==> src/rtl/fv_dup_pkg.sv <==
// Shared types and orig/dup register-pair mapping helpers for the dup-ready scheduler.
package fv_dup_pkg;

    typedef enum logic [1:0] {
        IDLE = 2'd0,
        RUN  = 2'd1,
        SYNC = 2'd2,
        ERR  = 2'd3
    } fv_dup_state_t;

    localparam int DEF_NUM_REGS = 32;

    function automatic int num_pairs_of(input int num_regs);
        return num_regs / 2;
    endfunction

    // Lower half of the register file holds originals, upper half their duplicates.
    function automatic int pair_of(input int r, input int num_pairs);
        return (r < num_pairs) ? r : r - num_pairs;
    endfunction

    function automatic logic is_orig(input int r, input int num_pairs);
        return r < num_pairs;
    endfunction

endpackage

==> src/rtl/fv_dup_pair_cnt.sv <==
// Signed saturating orig-minus-dup write counter for one register pair, with sticky overflow.
// Latency: cnt_next/ovf_next are combinational views of the value after the coming edge.
// Backpressure: none; a delta is accepted every cycle.
module fv_dup_pair_cnt #(
    parameter int CNT_W   = 4,
    parameter int DELTA_W = 3
) (
    input  logic                     clk,
    input  logic                     reset_,
    input  logic signed [DELTA_W-1:0] delta,
    output logic signed [CNT_W-1:0]  cnt_next,
    output logic                     ovf_next
);

    localparam logic signed [CNT_W:0] POS_LIM = (CNT_W+1)'((2 ** (CNT_W - 1)) - 1);
    localparam logic signed [CNT_W:0] NEG_LIM = -POS_LIM;

    logic signed [CNT_W-1:0] cnt;
    logic                    ovf;
    logic signed [CNT_W:0]   sum;

    always_comb begin
        sum      = {cnt[CNT_W-1], cnt} + {{(CNT_W + 1 - DELTA_W){delta[DELTA_W-1]}}, delta};
        cnt_next = sum[CNT_W-1:0];
        ovf_next = ovf;
        // Symmetric range: the most negative code is never used so orig and dup clamp alike.
        if (sum > POS_LIM) begin
            cnt_next = POS_LIM[CNT_W-1:0];
            ovf_next = 1'b1;
        end else if (sum < NEG_LIM) begin
            cnt_next = NEG_LIM[CNT_W-1:0];
            ovf_next = 1'b1;
        end
    end

    always_ff @(posedge clk or negedge reset_) begin
        if (!reset_) begin
            cnt <= '0;
            ovf <= 1'b0;
        end else begin
            cnt <= cnt_next;
            ovf <= ovf_next;
        end
    end

endmodule

==> src/rtl/fv_dup_ready_ctrl.sv <==
// Tracks orig/dup committed writes per register pair and schedules pair/sync equivalence checks.
// Latency: commits sampled at an edge are reflected on the registered outputs right after it.
// Backpressure: none; the commit stream is observed, never stalled.
module fv_dup_ready_ctrl
    import fv_dup_pkg::*;
#(
    parameter int          COMMIT_W  = 2,
    parameter int          NUM_REGS  = DEF_NUM_REGS,
    parameter int          CNT_W     = 4,
    parameter int          SYNC_HOLD = 2,
    parameter logic [63:0] PAIR_MASK = 64'hFFFF_FFFC,
    localparam int         NUM_PAIRS = num_pairs_of(NUM_REGS),
    localparam int         RW        = $clog2(NUM_REGS)
) (
    input  logic                     clk,
    input  logic                     reset_,
    input  logic [COMMIT_W-1:0]      commit,
    input  logic [COMMIT_W-1:0]      commit_rd_we,
    input  logic [COMMIT_W*RW-1:0]   commit_rd,
    output logic [NUM_PAIRS-1:0]     fv_dup_ready_pairs_1,
    output logic                     fv_dup_ready_1,
    output logic                     fv_dup_sync_ready,
    output logic                     dup_overflow,
    output logic [1:0]               dup_state
);

    localparam int DELTA_W = $clog2(COMMIT_W + 1) + 1;
    localparam int HW      = $clog2(SYNC_HOLD) + 1;
    localparam logic [NUM_PAIRS-1:0] TRACK = PAIR_MASK[NUM_PAIRS-1:0];

    logic signed [DELTA_W-1:0] pair_delta [NUM_PAIRS];
    logic signed [CNT_W-1:0]   cnt_next   [NUM_PAIRS];
    logic [NUM_PAIRS-1:0]      ovf_next;
    logic [NUM_PAIRS-1:0]      balanced;
    logic                      all_bal;
    logic                      any_commit;
    logic                      any_write;
    logic                      quiet;

    fv_dup_state_t             state, state_nxt;
    logic [HW-1:0]             hold, hold_nxt;

    logic [NUM_PAIRS-1:0]      pairs_d;
    logic                      ready_d;
    logic                      sync_d;
    logic                      ovf_d;

    // Lane decode: untracked pairs never see a delta, so they cannot overflow or wake the FSM.
    always_comb begin
        any_commit = |commit;
        any_write  = 1'b0;
        for (int p = 0; p < NUM_PAIRS; p++) begin
            pair_delta[p] = '0;
            for (int l = 0; l < COMMIT_W; l++) begin
                if (commit[l] && commit_rd_we[l] && TRACK[p] &&
                    pair_of(int'(commit_rd[l*RW +: RW]), NUM_PAIRS) == p) begin
                    any_write = 1'b1;
                    if (is_orig(int'(commit_rd[l*RW +: RW]), NUM_PAIRS))
                        pair_delta[p] = pair_delta[p] + DELTA_W'(1);
                    else
                        pair_delta[p] = pair_delta[p] - DELTA_W'(1);
                end
            end
        end
    end

    for (genvar g = 0; g < NUM_PAIRS; g++) begin : g_pair
        fv_dup_pair_cnt #(
            .CNT_W   (CNT_W),
            .DELTA_W (DELTA_W)
        ) u_cnt (
            .clk      (clk),
            .reset_   (reset_),
            .delta    (pair_delta[g]),
            .cnt_next (cnt_next[g]),
            .ovf_next (ovf_next[g])
        );
    end

    always_comb begin
        for (int p = 0; p < NUM_PAIRS; p++)
            balanced[p] = TRACK[p] && (cnt_next[p] == '0) && !ovf_next[p];
        all_bal = &(balanced | ~TRACK);
        quiet   = !any_commit && all_bal;
    end

    always_ff @(posedge clk or negedge reset_) begin
        if (!reset_) begin
            state <= IDLE;
            hold  <= '0;
        end else begin
            state <= state_nxt;
            hold  <= hold_nxt;
        end
    end

    always_comb begin
        state_nxt = state;
        hold_nxt  = hold;
        case (state)
            IDLE: if (any_write) state_nxt = RUN;
            RUN: begin
                if (!quiet) begin
                    hold_nxt = '0;
                end else if (hold == HW'(SYNC_HOLD - 1)) begin
                    state_nxt = SYNC;
                    hold_nxt  = '0;
                end else begin
                    hold_nxt = hold + HW'(1);
                end
            end
            SYNC: begin
                state_nxt = RUN;
                hold_nxt  = '0;
            end
            default: ;
        endcase
        if (|ovf_next) begin
            state_nxt = ERR;
            hold_nxt  = '0;
        end
    end

    always_comb begin
        pairs_d = '0;
        ready_d = 1'b0;
        if (state_nxt == RUN || state_nxt == SYNC) begin
            pairs_d = balanced;
            ready_d = all_bal;
        end
        sync_d = (state_nxt == SYNC);
        ovf_d  = |ovf_next;
    end

    always_ff @(posedge clk or negedge reset_) begin
        if (!reset_) begin
            fv_dup_ready_pairs_1 <= '0;
            fv_dup_ready_1       <= 1'b0;
            fv_dup_sync_ready    <= 1'b0;
            dup_overflow         <= 1'b0;
        end else begin
            fv_dup_ready_pairs_1 <= pairs_d;
            fv_dup_ready_1       <= ready_d;
            fv_dup_sync_ready    <= sync_d;
            dup_overflow         <= ovf_d;
        end
    end

    assign dup_state = state;

endmodule

==> config.mk <==
export PLATFORM = sky130hd
export DESIGN_NAME = fv_dup_ready_ctrl
export DESIGN_NICKNAME = d
export VERILOG_FILES = /design/src/rtl/fv_dup_pkg.sv /design/src/rtl/fv_dup_pair_cnt.sv /design/src/rtl/fv_dup_ready_ctrl.sv
export SDC_FILE = /design/constraint.sdc
export NUM_CORES = 1
export LEC_CHECK = 0
export CORE_UTILIZATION = 30
export CTS_CLUSTER_SIZE = 40
export DETAILED_ROUTE_END_ITERATION = 12
export GPL_ROUTABILITY_DRIVEN = 0
export PLACE_DENSITY_LB_ADDON = 0.1
export SYNTH_ARGS = -nofsm -noshare
export SYNTH_HDL_FRONTEND = slang
export SYNTH_SLANG_ARGS = --single-unit
==> constraint.sdc <==
create_clock -name clk -period 4.2 [get_ports clk]
set_input_delay 0.42 -clock clk [delete_from_list [all_inputs] [get_ports clk]]
set_output_delay 0.42 -clock clk [all_outputs]
set_load 0.05 [all_outputs]
==> results.rst <==
.. list-table::
   :header-rows: 1

   * - Metric
     - Value
   * - Max Fclk
     - 220 MHz
   * - Top-Level Pins
     - 37
   * - Pre-Repair DR Iteration Count
     - 5
   * - Final worst-path cycle share
     - 108%
   * - Actual transition at the worst max-transition pin
     - around 0.54 ns
   * - Hold buffers post-CTS
     - 0
   * - Effective utilization at floorplan
     - 30.9%
   * - Global-route wire length before repair
     - 33400 um
   * - Run status
     - complete, but fails checks
   * - Synthesized area per cell
     - 9.46 um^2
   * - Register clock-pin slew on the reported worst setup and hold paths
     - roughly 0.07 ns
   * - FF-to-FF path depth
     - 15
   * - Vias per inst
     - 4.75
   * - CTS tree
     - done
   * - Crit-path cells
     - buf_6 > nand4_1 > buf_6 > nor3_4 > and2_4 > fa_1 > o21ai_2 > inv_2 > fa_2 > xor2_2 > and3b_1 > or4_4 > a221oi_4 > nand4_1 > nor3_4 > inv_2 > a211o_1 > ha_4 > buf_12 > nor3_2
   * - Finished Core Util
     - 45.8%
   * - Standard cell with the maximum stage delay on the critical path
     - sky130_fd_sc_hd__or4_4
   * - Drc violations
     - 0
   * - Class of the worst hold path
     - in -> async
   * - Total negative slack for setup checks
     - -5.13 ns
   * - Slew Viols, Final
     - 0
   * - Clk_lat worst skew
     - around 0.36 ns
   * - Clock period minus worst slack
     - 4.54 ns
   * - Final count of negative-setup-slack endpoints
     - 16
   * - Die W
     - 155 um
   * - WL/cell
     - about 15 um
   * - Endpoint kind of the worst setup timing path
     - flip-flop
   * - Required time of the critical path
     - 4.44 ns
   * - CP Max Fanout
     - 8
   * - Chip Height
     - 155 um
   * - Vias
     - 6338
   * - Final WS setup
     - -0.344 ns
   * - Bufs on Longest Clock Path
     - 2
   * - Yosys warning count
     - 0
   * - Number of antenna violations at the first check in global routing
     - 0
   * - Clock buffer count from CTS
     - 9
   * - Relative slew slack
     - between 60 and 70%
   * - Aggregate routed wire length
     - roughly 21000 um
   * - Full die area
     - 0.0242 mm^2
   * - Clk_skew
     - around 0.0098 ns
   * - Proportion of register bits with asynchronous set or reset after synthesis
     - 100%
   * - Number of hold violations in the final report
     - 0
   * - Most used flip-flop cell after synthesis
     - sky130_fd_sc_hd__dfrtp_1
   * - Launching element type of the critical path
     - input port
   * - Setup repair after global routing missed its margin
     - true
   * - Max stage delay on crit path
     - 0.44 ns
   * - Power per standard cell area
     - around 410 mW/mm^2
   * - Master cell of the clock root buffer
     - sky130_fd_sc_hd__clkbuf_16
   * - N_diodes
     - 0
   * - Max-cap check violation count
     - 0
   * - Flop-to-flop setup slack
     - 0.63 ns
   * - Core region area
     - 0.0228 mm^2
   * - Vias in the first global route
     - 6609
   * - Global-route usage over all layers
     - between 10% and 20%
   * - Violated checks
     - setup timing
   * - Reg-to-Reg End
     - fv_dup_ready_1
   * - Clock Sinks
     - 99
   * - Maximum number of pins on one net before global-route repair
     - 40
   * - Total half-perimeter wirelength after legalization and detailed placement
     - 16000 um
   * - Pleak
     - about 0.0048 uW
   * - Clock H-tree levels
     - 3
   * - # rows
     - 55
   * - Origin of the critical flop-to-flop path
     - g_pair[7].u_cnt.cnt[0]
   * - Data arrival time of the worst path
     - 4.78 ns
   * - Antenna-violating nets left
     - 0
   * - Setup Crit Path Kind
     - in -> reg
   * - Remaining global-route overflow
     - 0
   * - Number of register bits inferred by synthesis
     - roughly 100
   * - Post-synthesis instance area
     - 0.00707 mm^2
   * - Fraction of final layout cells with drive strength greater than 1
     - 39.2%
   * - Number of DRC markers in iteration 0
     - between 200 and 300
   * - IO Port Bufs
     - 34
   * - Number of unique standard cell types used by synthesis
     - 64
   * - Number of nets at the end of the flow
     - approximately 1100
   * - Count of mapped cells out of synthesis
     - around 750
   * - Synthesis-to-layout area growth
     - 48.2%
   * - Number of synthesized flops with an enable pin
     - 0
   * - Peak supply drop
     - 0.000215 V
   * - Share of synthesized area occupied by flip-flops and latches
     - 35.1%
-- synthesized netlist by cell type (4+ instances only) --
master,instances,area [um^2]
sky130_fd_sc_hd__dfrtp_1,99,2480
sky130_fd_sc_hd__inv_1,62,233
sky130_fd_sc_hd__nand2_1,61,229
sky130_fd_sc_hd__ha_1,58,726
sky130_fd_sc_hd__nor2_1,56,210
sky130_fd_sc_hd__nand3_1,33,165
sky130_fd_sc_hd__a21oi_1,31,155
sky130_fd_sc_hd__nor3_1,31,155
sky130_fd_sc_hd__fa_1,28,561
sky130_fd_sc_hd__o21ai_0,28,140
sky130_fd_sc_hd__and2_1,22,138
sky130_fd_sc_hd__xnor2_1,17,149
sky130_fd_sc_hd__xor2_1,16,140
sky130_fd_sc_hd__maj3_1,14,140
sky130_fd_sc_hd__nor2b_1,13,81.3
sky130_fd_sc_hd__or2_2,13,81.3
sky130_fd_sc_hd__a21o_1,12,90.1
sky130_fd_sc_hd__nand2b_1,12,75.1
sky130_fd_sc_hd__and3_1,11,68.8
sky130_fd_sc_hd__clkbuf_1,11,41.3
sky130_fd_sc_hd__nand4_1,11,68.8
sky130_fd_sc_hd__or3_1,9,56.3
sky130_fd_sc_hd__a31oi_1,7,43.8
sky130_fd_sc_hd__mux2i_1,7,70.1
sky130_fd_sc_hd__nor4_1,7,43.8
sky130_fd_sc_hd__and3b_1,5,43.8
sky130_fd_sc_hd__o21a_1,5,37.5
sky130_fd_sc_hd__a211o_1,4,35.0
sky130_fd_sc_hd__o2111ai_1,4,35.0
sky130_fd_sc_hd__o21bai_1,4,30.0
sky130_fd_sc_hd__or4_1,4,30.0
-- worst max-delay path, delay by kind of cell --
kind / cells / cell delay [ns]
and+or+nand+nor: 8 / 1.74
adders and majority gates: 3 / 1.18
AOI/OAI and AO/OA: 3 / 0.74
buffers and inverters: 5 / 0.53
xor gates and xnor gates: 1 / 0.17
-- layer usage --
layer	track usage (%)	up-vias	part of all wire (%)
li1	-	3138	-
met5	0	-	0
met3	3.26	24	3.0
met1	23.6	3077	47
met2	29.9	99	48
met4	5.28	0	1.7
-- timing repair --
item                       in CTS  in global routing
cloned                          0                  0
pin swaps                      34                 54
setup buffers                  20                 17
resized for setup              93                 61
setup endpoints to repair      21                 21
-- cell usage in the layout, fill, tap and decap left out, drive strengths merged, types with 4 or more instances in the layout --
cell / netlist / layout
and2: 22 / 22
a21o: 13 / 13
maj3: 14 / 14
inv: 65 / 64
and3: 11 / 11
nor3: 33 / 33
o21a: 5 / 5
ha: 58 / 58
xor2: 16 / 16
dlygate4sd2: 0 / 6
nand2: 61 / 61
nor2b: 13 / 13
a31oi: 9 / 9
clkinvlp: 0 / 6
buf: 2 / 244
and3b: 5 / 5
fa: 28 / 28
o21bai: 4 / 4
clkdlybuf4s50: 0 / 19
clkbuf: 11 / 10
a21oi: 33 / 33
nand3: 33 / 33
dfrtp: 99 / 99
or3: 10 / 10
or2: 13 / 13
mux2i: 10 / 10
nor2: 57 / 57
nor4: 10 / 10
nand2b: 12 / 12
nand4: 11 / 11
xnor2: 18 / 18
o2111ai: 4 / 4
or4: 6 / 6
o21ai: 28 / 28
a211o: 4 / 4
-- through the flow --
step,setup WS [ns],instance area [um^2],hold WS (ns),cells,total power (uW)
after floorplan,-0.208,7190,0.124,748,2440
after global placement,-1.36,9410,0.358,1286,3300
after detailed placement,-1.48,9410,0.361,1286,3350
after CTS,-0.411,10100,0.0281,1319,4230
after global routing,-0.522,10500,0.0321,1335,4650
final,-0.344,10500,0.0119,1335,4310
-- kinds of logic (layout without fill, tap and decap cells) --
kind of cell               after synthesis  in the layout  synth area share (%)
xor gates and xnor gates                34             34                  4.32
AOI/OAI and AO/OA                      119            119                  11.1
and+or+nand+nor                        304            304                  23.0
other                                    1              2                0.0531
buffers and inverters                   78            352                  4.25
muxes                                   12             12                  2.05
DFF                                     99             99                  35.1
adders and majority gates              100            100                  20.2
-- flip-flops by register name, summed over array words and instances (netlist names) --
signal	cells
fv_dup_ready_1	1
dup_overflow	1
g_pair.u_cnt.ovf	16
dup_state	2
hold	2
g_pair.u_cnt.cnt	62
fv_dup_sync_ready	1
fv_dup_ready_pairs_1	14
-- power by group --
part	leakage [uW]	internal [uW]	total (uW)	switching, uW
Sequential	0.00114	1180	1300	112
Clock	0.000117	401	790	389
Combinational	0.00351	1120	2220	1100
Total	0.00477	2710	4310	1600
-- how the worst max path moves through the flow --
stage / start / endpoint / slack [ns] / cells past startpoint
after floorplan: commit_rd[2] / fv_dup_ready_pairs_1[7] / -0.21 / 18
after global placement: commit[0] / fv_dup_ready_1 / -1.36 / 21
after detailed placement: commit[0] / fv_dup_ready_pairs_1[15] / -1.48 / 20
after CTS: commit[0] / fv_dup_ready_1 / -0.41 / 21
after global routing: commit_rd_we[0] / fv_dup_ready_pairs_1[3] / -0.52 / 20
final: commit_rd_we[0] / fv_dup_ready_pairs_1[3] / -0.34 / 20
-- layout make-up --
cell class                 instances  area (um^2)
fill                            2193        12400
sequential                        99         2480
clock buffer                      10          229
inverter                          65          248
tap                              313          392
clock inverter                     6         42.5
timing repair buffer             271         2200
multi-input combinational        571         4880
Power figures use the tool's default switching activity.
